**src/rtl/twos_serializer.sv**
```systemverilog
// ============================================================================
// twos_serializer
// ----------------------------------------------------------------------------
// Upstream feeder for a bit-serial two's-complement stage. Parallel words are
// taken over a valid/ready handshake. Each word is preceded by a one-cycle
// word-start strobe, and its bits are then shifted out LSB-first. Sustained
// throughput is one word every W+1 clocks, with no idle gap between words.
//
// Optional feature macro: TWOS_SER_SKID_EN
//   Defined   : a one-word holding register lets the next word be accepted at
//               any point while the current word is busy.
//   Undefined : ready is raised only in IDLE and in the last bit cycle.
//   The serial waveform is the same in both builds.
//
// Ports
//   t_clk     in   system clock, rising edge
//   r_n       in   synchronous active-low reset
//   din       in   [W-1:0] parallel word, LSB is shifted out first
//   din_valid in   din holds a word
//   din_ready out  word accepted on an edge with din_valid & din_ready
//   so        out  serial data (downstream i input)
//   sr        out  word-start strobe (downstream r input)
//   last      out  high while so carries bit W-1
//   busy      out  high in START or SHIFT
// ============================================================================
module twos_serializer #(
   parameter int W = 8
) (
   input  logic         t_clk,
   input  logic         r_n,
   input  logic [W-1:0] din,
   input  logic         din_valid,
   output logic         din_ready,
   output logic         so,
   output logic         sr,
   output logic         last,
   output logic         busy
);

   localparam int CW = $clog2(W) + 1;
   localparam logic [CW-1:0] LAST_CNT = CW'(W - 1);
   localparam logic [CW-1:0] PRE_CNT  = CW'(W - 2);

   typedef enum logic [1:0] {
      IDLE  = 2'd0,
      START = 2'd1,
      SHIFT = 2'd2
   } state_t;

   state_t         state_reg;
   logic [CW-1:0]  cnt_reg;
   logic [W-1:0]   shift_reg;
   logic           so_reg;
   logic           sr_reg;
   logic           last_reg;
   logic           busy_reg;
   logic           ready_reg;

   logic           xfer;
   logic           at_last;
   logic           word_avail;
   logic [W-1:0]   next_word;
   logic           ready_next;

   always_comb begin
      xfer    = din_valid & ready_reg;
      at_last = (state_reg == SHIFT) && (cnt_reg == LAST_CNT);
   end

`ifdef TWOS_SER_SKID_EN
   logic [W-1:0] hold_reg;
   logic         hold_full_reg;
   logic         load_hold;
   logic         hold_full_next;

   // A word arriving in IDLE or in the last bit cycle (the holding register is
   // necessarily empty then, otherwise ready would be low) goes straight to
   // the shift register; anything else that arrives while busy is parked.
   always_comb begin
      load_hold      = xfer && (state_reg != IDLE) && !at_last;
      hold_full_next = load_hold | (hold_full_reg & ~at_last);
      word_avail     = hold_full_reg | xfer;
      next_word      = hold_full_reg ? hold_reg : din;
      ready_next     = ~hold_full_next;
   end

   always_ff @(posedge t_clk) begin
      if (!r_n) begin
         hold_reg      <= '0;
         hold_full_reg <= 1'b0;
      end else begin
         if (load_hold) begin
            hold_reg <= din;
         end
         hold_full_reg <= hold_full_next;
      end
   end
`else
   // Ready is registered, so it is computed for the state being entered:
   // staying in IDLE, entering the last bit cycle, or leaving to IDLE.
   always_comb begin
      word_avail = xfer;
      next_word  = din;
      ready_next = ((state_reg == IDLE) && !xfer) ||
                   ((state_reg == SHIFT) && !at_last && (cnt_reg == PRE_CNT)) ||
                   (at_last && !word_avail);
   end
`endif

   // Outputs are registered together with the state, so each output value
   // is the one belonging to the state being entered.
   always_ff @(posedge t_clk) begin
      if (!r_n) begin
         state_reg <= IDLE;
         cnt_reg   <= '0;
         shift_reg <= '0;
         so_reg    <= 1'b0;
         sr_reg    <= 1'b0;
         last_reg  <= 1'b0;
         busy_reg  <= 1'b0;
         ready_reg <= 1'b0;
      end else begin
         so_reg    <= 1'b0;
         sr_reg    <= 1'b0;
         last_reg  <= 1'b0;
         ready_reg <= ready_next;
         case (state_reg)
            IDLE: begin
               busy_reg <= 1'b0;
               if (xfer) begin
                  shift_reg <= din;
                  cnt_reg   <= '0;
                  sr_reg    <= 1'b1;
                  busy_reg  <= 1'b1;
                  state_reg <= START;
               end
            end
            START: begin
               cnt_reg   <= '0;
               so_reg    <= shift_reg[0];
               busy_reg  <= 1'b1;
               state_reg <= SHIFT;
            end
            SHIFT: begin
               if (at_last) begin
                  if (word_avail) begin
                     shift_reg <= next_word;
                     cnt_reg   <= '0;
                     sr_reg    <= 1'b1;
                     busy_reg  <= 1'b1;
                     state_reg <= START;
                  end else begin
                     busy_reg  <= 1'b0;
                     state_reg <= IDLE;
                  end
               end else begin
                  // so already shows bit 0 of shift_reg; the next bit is [1]
                  cnt_reg   <= cnt_reg + 1'b1;
                  shift_reg <= shift_reg >> 1;
                  so_reg    <= shift_reg[1];
                  last_reg  <= (cnt_reg == PRE_CNT);
                  busy_reg  <= 1'b1;
               end
            end
            default: begin
               busy_reg  <= 1'b0;
               state_reg <= IDLE;
            end
         endcase
      end
   end

   assign din_ready = ready_reg;
   assign so        = so_reg;
   assign sr        = sr_reg;
   assign last      = last_reg;
   assign busy      = busy_reg;

endmodule

```
**config.mk**
```make
export PLATFORM = sky130hd
export DESIGN_NAME = twos_serializer
export DESIGN_NICKNAME = d
export VERILOG_FILES = /design/src/rtl/twos_serializer.sv
export SDC_FILE = /design/constraint.sdc
export NUM_CORES = 1
export LEC_CHECK = 0
export CAP_MARGIN = 20
export CORE_UTILIZATION = 35
export CTS_BUF_LIST = sky130_fd_sc_hd__clkbuf_8
export DETAILED_ROUTE_END_ITERATION = 16
export PLACE_DENSITY = 0.61
export SETUP_SLACK_MARGIN = 0.2
export SLEW_MARGIN = 10
export SYNTH_ARGS = -nofsm -noshare
export SYNTH_HDL_FRONTEND = slang
export SYNTH_SLANG_ARGS = --single-unit
```
**constraint.sdc**
```tcl
create_clock -name t_clk -period 2.3 [get_ports t_clk]
set_input_delay 0.345 -clock t_clk [delete_from_list [all_inputs] [get_ports t_clk]]
set_output_delay 0.345 -clock t_clk [all_outputs]
set_load 0.05 [all_outputs]
```
Word-level counts from Yosys, hierarchy flattened
Cells that the tools add are included.
Widths: inputs -> output; s select.
{"block": "op_classes", "eq_ne": 6, "n_reduce_logical": 14, "muxes": 17, "n_addsub": 1, "bitwise": 3}
{"cell": "$mux 8", "count": 2}
{"cell": "$pmux 8 s2", "count": 1}
{"cell": "$pmux 4 s3", "count": 1}
{"cell": "$eq 4x3->1 const B", "count": 2}
{"cell": "$mux 4", "count": 2}
{"cell": "$pmux 2 s3", "count": 1}
{"cell": "$logic_and 1x1->1", "count": 5}
{"cell": "$mux 1", "count": 5}
{"cell": "$add 4x1->4 const B", "count": 1}
{"cell": "$mux 2", "count": 2}
{"cell": "$ne 2x2->1 const B", "count": 2}
{"cell": "$pmux 1 s2", "count": 2}
{"cell": "$pmux 1 s3", "count": 1}
{"cell": "$reduce_bool 3->1", "count": 1}
{"cell": "$reduce_or 3->1", "count": 1}
{"cell": "$eq 2x1->1 const B", "count": 1}
{"cell": "$eq 2x2->1 const B", "count": 1}
{"cell": "$logic_not 1->1", "count": 2}
{"cell": "$logic_not 2->1", "count": 1}
{"cell": "$logic_or 1x1->1", "count": 2}
{"cell": "$not 1->1", "count": 2}
{"cell": "$reduce_and 2->1", "count": 1}
{"cell": "$reduce_bool 2->1", "count": 1}
{"cell": "$and 1x1->1", "count": 1}
{"block": "totals", "ff_bits": 19, "word_cells": 49}

Depth between registers and ports, before layout
{"block": "logic_depth", "word_depth": 7, "depth_mapped": 6, "depth_no_buf": 5}

Least setup slack after synthesis
No wires, ideal clock.
{"block": "synth_path", "path_type": "reg-to-reg", "startpoint": "register state_reg[0]", "endpoint": "register shift_reg[7]", "setup_ns": 0.116, "period_less_slack_ns": 1.677, "path_stages_with_launch": 7, "arrival_ns": 1.561, "t_required_ns": 2.184, "setup_slack_ns": 0.623, "path_cell_list": "dfxtp_1 inv_1 ha_1 o211ai_1 buf_2 mux2_2 and3_1"}
{"block": "synth_between", "elab_chain_cells": 4}
{"element": "from (decl)", "line": "50", "source": "state_t state_reg;"}
{"element": "from (signal assigned)", "line": "114", "source": "state_reg <= IDLE;"}
{"element": "from (signal assigned)", "line": "135", "source": "state_reg <= START;"}
{"element": "from (signal assigned)", "line": "142", "source": "state_reg <= SHIFT;"}
{"element": "$eq 2x2->1", "line": "67, 127"}
{"element": "$logic_and 1x1->1", "line": "67", "source": "at_last = (state_reg == SHIFT) && (cnt_reg == LAST_CNT);"}
{"element": "$mux 8", "line": "145", "source": "if (at_last) begin"}
{"element": "$pmux 8 s2", "line": "127", "source": "case (state_reg)"}
{"element": "to (signal assigned)", "line": "131", "source": "shift_reg <= din;"}
{"element": "to (signal assigned)", "line": "147", "source": "shift_reg <= next_word;"}
{"element": "to (signal assigned)", "line": "159", "source": "shift_reg <= shift_reg >> 1;"}
{"element": "to (decl)", "line": "52", "source": "logic [W-1:0] shift_reg;"}
Several ways; a longest one is shown, not always the timed one.
A chain may end at the register's enable or synchronous reset.

Worst setup path in the final report
{"block": "layout_path", "startpoint": "register ready_reg (netlist: din_ready)", "endpoint": "output din_ready"}
{"element": "from (decl)", "line": "57", "source": "logic ready_reg;"}
{"element": "from (signal assigned)", "line": "126", "source": "ready_reg <= ready_next;"}
{"element": "to (decl)", "line": "33", "source": "output logic din_ready,"}
No word-level cell between the ends.

==> reports/results.tsv <==
stage	metric	value	unit
outcome	status	completed	
global_route	vias in the first global route	787	
floorplanning	Starting Density	38.1	%
timing	max_slew headroom	67.1	%
clock_network	hold buffers post-CTS	0	
clock_network	Setup Buffers After CTS	0	
routing	Initial DRC Count	9	
pwr	Comb power frac	38.7	%
clock_network	htree depth	1	
routing	vias per cell	5.63	
yosys	Cell variety after synth	35	
critical_path	Worst EP required	1.96	ns
final_layout	Layout area overhead	22.8	%
yosys	Top FF cell, synth	dfxtp_1	
timing	Max Freq	537	MHz
yosys	adder-cell share of the synthesized area	7.67	%
timing	RSZ-0062 raised after global routing	no	
pwr	net switching fraction of the power	36.2	%
yosys	synth cell count leaders	dfxtp_1, a21oi_1, nand2_1, mux2i_1, o31ai_1	
global_route	first-pass GRT wire length	3.52	mm
final_layout	layout cells sized above 1	6.56	%
final_layout	# diodes	0	
routing	DR WL/cell	13.1	um
hold_path	worst hold-check path type	reg -> reg	
routing	DR pass1 iterations	4	
floorplanning	Die ar.	3010	sq um
floorplanning	I/O Pins	16	
critical_path	crit start category	register	
critical_path	CP max FO	7	
yosys	warnings from Yosys	0	
critical_path	CP delay by family, top	buffers and inverters	
critical_path	Critical Path Sink Type	output port	
clock_network	post-cts repair resize count	0	
yosys	simple-gate share of the synthesized area	16.1	%
timing	Final TNS setup	0	ns
clock_network	total CTS buffers	3	
job	Max Cap Viol	0	
clock_network	total clock sinks	19	
global_route	GRT Residual Overflow	0	
critical_path	critical-path cell list	clkdlybuf4s50_1	
pwr	Power Total	1.09	mW
yosys	ranking of synthesized cells by area	dfxtp_1, mux2i_1, ha_1	
yosys	number of synthesized flops with an enable pin	0	
global_route	total track usage	16.6	%
global_route	initial antenna violation count	0	
yosys	top-count cell post-synth	dfxtp_1	
timing	Final Slew Violations	0	
timing	period utilization	81.0	%
routing	Detailed Route WL	1.99	mm
clock_network	clk_lat worst skew	0.26	ns
floorplanning	DIE WIDTH	54.9	um
global_route	largest net degree at the start of global routing	15	
yosys	asr flop ratio synth	0	%
floorplanning	DIE HEIGHT	54.9	um
critical_path	Slowest-stage cell, CP	clkdlybuf4s50_1	
yosys	post-synthesis compound-gate area fraction	23.1	%
clock_network	Clock Tree Buf Depth	2	
yosys	Synth Instances	105	
yosys	XOR/XNOR Fraction of Synth Area	0	%
critical_path	Max stage delay on crit path	0.84	ns
yosys	synthesized cell area	978	sq um
timing	post-route minimum period	1.86	ns
timing	setup skew after layout	0.00167	ns
timing	Least-Margin Pin Slew	0.492	ns
yosys	proportion of synthesized area in mux cells	9.34	%
clock_network	CTS clock-pin slew for the worst setup and hold paths	0.07	ns
critical_path	CP arrival	1.52	ns
yosys	top cell type's share of synthesized area	38.9	%
pwr	Psw	0.395	mW
placement	hpwl dp	1.43	mm
yosys	FF+latch count, synth	19	
routing	DR vias	856	
floorplanning	area of the core	2570	sq um
pwr	Max rail drop VDD	0.666	mV
clock_network	TritonCTS clock tree	built	
yosys	Syn Nets	122	
pwr	Clk pwr share	21.1	%
pwr	Int Pwr	0.697	mW
final_layout	Layout Nets	140	
pwr	pwr/cell area	909	nW/um^2
placement	number of port buffers	15	
critical_path	Buffers & Inverters on Critical Path	1	
pwr	sequential group share of total power	40.3	%
placement	GPL Wtd Cong	0.835	
pwr	Lkg Pwr	0.497	nW
routing	Post-route DRC	0	
yosys	Syn Area/Cell	9.32	sq um
timing	final hold vios	0	
final_layout	Largest register FFs	8	
yosys	largest family of logic cells by synthesized area	compound AO/OA/AOI/OAI gates	
critical_path	CP Class	reg -> out	
routing	ANT nets after route	0	
floorplanning	num rows	18	
timing	Setup-failing EPs final	0	
yosys	register area share after synthesis	38.9	%
yosys	cell taking the most area after synthesis	dfxtp_1	
clock_network	Root Buffer	clkbuf_8	
[cells by family after synthesis]
kind of cell,Yosys count
AND/OR/NAND/NOR,27
AO/OA/AOI/OAI,34
adder cells (fa/ha/maj),6
flip-flops,19
buffers and inverters,10
multiplexers,9
[cell type report]
class | instances | area, sq um
fillers | 274 | 1370
multi-input cells | 76 | 551
flip-flops and latches | 19 | 380
repair buffers | 17 | 165
clock buffers | 3 | 41.3
well taps | 30 | 37.5
inverters | 6 | 22.5
clock inverters | 1 | 3.75
[worst reg2reg max path, delay by kind of cell, from the launching register on]
kind | cells | cell delay [ns]
flip-flops | 1 | 0.38
adder cells (fa/ha/maj) | 1 | 0.31
multiplexers | 1 | 0.20
buffers and inverters | 2 | 0.32
AO/OA/AOI/OAI | 2 | 0.37
[cell usage in the layout, fill, tap and decap left out, types with 2 or more instances in the layout]
cell,count
a31oi_1,2
nor2b_1,2
buf_4,2
mux2i_1,8
a21oi_1,11
o31ai_1,7
a211oi_1,3
nand2_1,9
and3_1,3
clkdlybuf4s50_1,15
ha_1,6
inv_1,6
nand3_1,3
clkbuf_8,3
nor2_1,2
o21ai_0,2
dfxtp_1,19
and3b_1,2
[final timing paths]
| path | slack [ns] | depth (start not counted) | to | start |
|---|---|---|---|---|
| max | 0.44 | 1 | din_ready | din_ready |
| min | 0.51 | 2 | cnt_reg[1] | cnt_reg[1] |
| max reg2reg | 0.60 | 6 | shift_reg[3] | state_reg[0] |
| min reg2reg | 0.51 | 2 | cnt_reg[1] | cnt_reg[1] |
[power groups by stage]
stage               clock [mW]  sequential, mW  combinational, mW
finish                   0.230           0.440              0.422
global route             0.255           0.450              0.475
CTS                      0.237           0.440              0.427
detailed placement           0           0.447              0.427
global placement             0           0.445              0.422
floorplan                    0           0.491              0.266
[per-stage QoR]
step,instances,area [sq um],hold slack [ns],worst slack [ns],util [%]
2_1_floorplan,105,978,0.454,0.623,-
3_3_place_gp,148,1160,0.484,0.631,45.0
3_5_place_dp,148,1160,0.504,0.577,45.0
4_1_cts,152,1200,0.514,0.431,46.8
5_1_grt,152,1200,0.557,0.342,46.8
6_report,152,1200,0.510,0.436,46.8
[metal layers]
metal,vias up,routed length [um],global-route usage [%]
li1,428,-,-
met1,402,892,20.7
met2,22,955,26.7
met3,4,116,6.11
met4,0,20,3.85
met5,-,0,0
Note: power is estimated with default switching activity, not from simulation.
==> patch: new RTL, same settings <==
The option `TWOS_SER_SKID_EN` is turned on by a define.
--- a/src/rtl/twos_serializer.sv
+++ b/src/rtl/twos_serializer.sv
@@ -24,4 +24,6 @@
 //   busy      out  high in START or SHIFT
 // ============================================================================
+`define TWOS_SER_SKID_EN
+
 module twos_serializer #(
    parameter int W = 8
Function: changed (Yosys sat finds a counterexample within 4 cycles, from zero or initial values).
==> patch against the original RTL <==
  * Design area increased by 40%
  * Worst hold slack got worse by 0.011 ns
  * Total power increased by 59%
  * First-iteration DRC count increased to 10 times the old value
  * Utilization decreased by 1.5 points
  * Sequential cell count increased by 9
  * Clock skew increased by 0.0013 ns
  * Maximum frequency decreased by 6.2%
  * Wire length increased by 53%
  * Setup slack got worse by 0.12 ns
  * Synthesized cell count increased by 48%
  * Synthesized area increased by 41%
  * Critical path type is now reg2reg
  * Critical endpoint is now cnt_reg[3]
  * Largest cell class unchanged
==> patch: results (changes against the original RTL) <==
stage,metric,value,unit,change
run_status,status,"complete, no violations",,
setup_path,cpPeakStageDelay,0.52,ns,-0.32 ns
synth,synth_nets,173,,+42%
setup_path,reg2reg_to,cnt_reg[3],,
placement,dp_hpwl,2.18,mm,+53%
grt,grt_pass1_wl,5.24,mm,+49%
synth,synth_common_cells,"dfxtp_1, nor2_1, inv_1, nand2_1, mux2i_1",,
grt,grt_util_all_layers,16.0,%,-0.54 points
clock_tree,clock_latency,0.27,ns,
drt,routed_wl,3.04,mm,+53%
setup_path,cp_max_fo,8,,+1
drt,via_per_inst,5.39,,-4.3%
setup_path,reg2reg_slack,0.31,ns,-0.29 ns
pwr,intPower,1130,uW,+62%
layout,drive_above_1_share,9.83,%,+3.3 points
grt,grt_max_degree,17,,+2
grt,grt_overflow_total,0,,unchanged
setup_path,worstSetupPathType,reg2reg,,
timing,skew,0.00301,ns,+0.00134 ns
synth,synth_cell_types,37,,+5.7%
pwr,irDropWorstVdd,0.000533,V,-20%
hold_path,hold-path-cell-count,1,,-1
synth,synth_compound_area_share,25.6,%,+2.5 points
clock_tree,clk_pin_slew,0.10,ns,+0.03 ns
hold_path,min_from,shift_reg[2],,
layout,fillers,373,,+36%
synth,synthMuxAreaShare,6.55,%,-2.8 points
setup_path,worstRegToRegCells,6,,unchanged
placement,post_dp_cell_area,1600,sq um,+38%
synth,seq_area_frac_synth,40.7,%,+1.9 points
drt,drt_iter0_markers,94,,+85
setup_path,cp.arrival,2.19,ns,+0.67 ns
grt,first_global_vias,1161,,+48%
setup_path,cp_slowest_cell,or4_1,,
hold_path,holdPathEnd,shift_reg[2],,
synth,ys_top_cells_by_area,"dfxtp_1, mux2i_1, ha_1, a22o_1, nor2_1",,
timing,tightest_slew,0.489,ns,-0.00309 ns
synth,synth-xor-area-share,0,%,unchanged
setup_path,rr_startpoint,state_reg[1],,
placement,gp_congestion,0.870,,+4.2%
synth,yosys.area_share.adder,6.36,%,-1.3 points
pwr,leakage,0.000636,uW,+28%
==> patch: changes by cell type after synthesis, moves of 4 or more <==
cell / change
nor2_1: +14
dfxtp_1: +9
a22o_1: +7
inv_1: +7
o22ai_1: +7
a22oi_1: +6
o31ai_1: -6
clkbuf_1: +4
==> patch: power groups by stage <==
stage | clock network [uW] | registers, uW | logic, uW
4_1_cts | 398 | 658 | 675
2_1_floorplan | 0 | 693 | 459
6_report | 387 | 660 | 689
3_5_place_dp | 0 | 667 | 672
3_3_place_gp | 0 | 663 | 651
5_1_grt | 413 | 675 | 768
==> patch: metrics by stage <==
step	utilization, %	total power (uW)	cells	setup WS, ns	hold slack, ns
after floorplan	-	1150	155	0.218	0.450
after global placement	43.0	1310	217	0.180	0.464
after detailed placement	43.0	1340	217	0.131	0.466
after CTS	44.9	1730	221	0.243	0.494
after global routing	45.3	1860	221	0.229	0.522
final	45.3	1730	221	0.313	0.499
==> patch: final cells by class <==
| class | count | share of cell area [%] |
|---|---|---|
| multi-input combinational | 107 | 44.3 |
| sequential | 28 | 33.4 |
| timing repair buffer | 21 | 11.6 |
| tap | 48 | 3.57 |
| inverter | 13 | 2.90 |
| clock buffer | 3 | 2.46 |
| clock inverter | 1 | 1.79 |
==> patch: critical path: cells and delay by family (launching register included) <==
family                   cells  cell delay [ns]
AO/OA/AOI/OAI                3             0.69
adder cells (fa/ha/maj)      1             0.21
buffers and inverters        1             0.10
flip-flops                   1             0.39
AND/OR/NAND/NOR              1             0.52
==> patch: routing by layer <==
layer  GRT usage (%)  vias up  wire [microns]
li1                -      601               -
met1            18.9      557            1400
met2            28.6       31            1510
met3            4.75        2             118
met4            2.78        0              16
met5               0        -               0
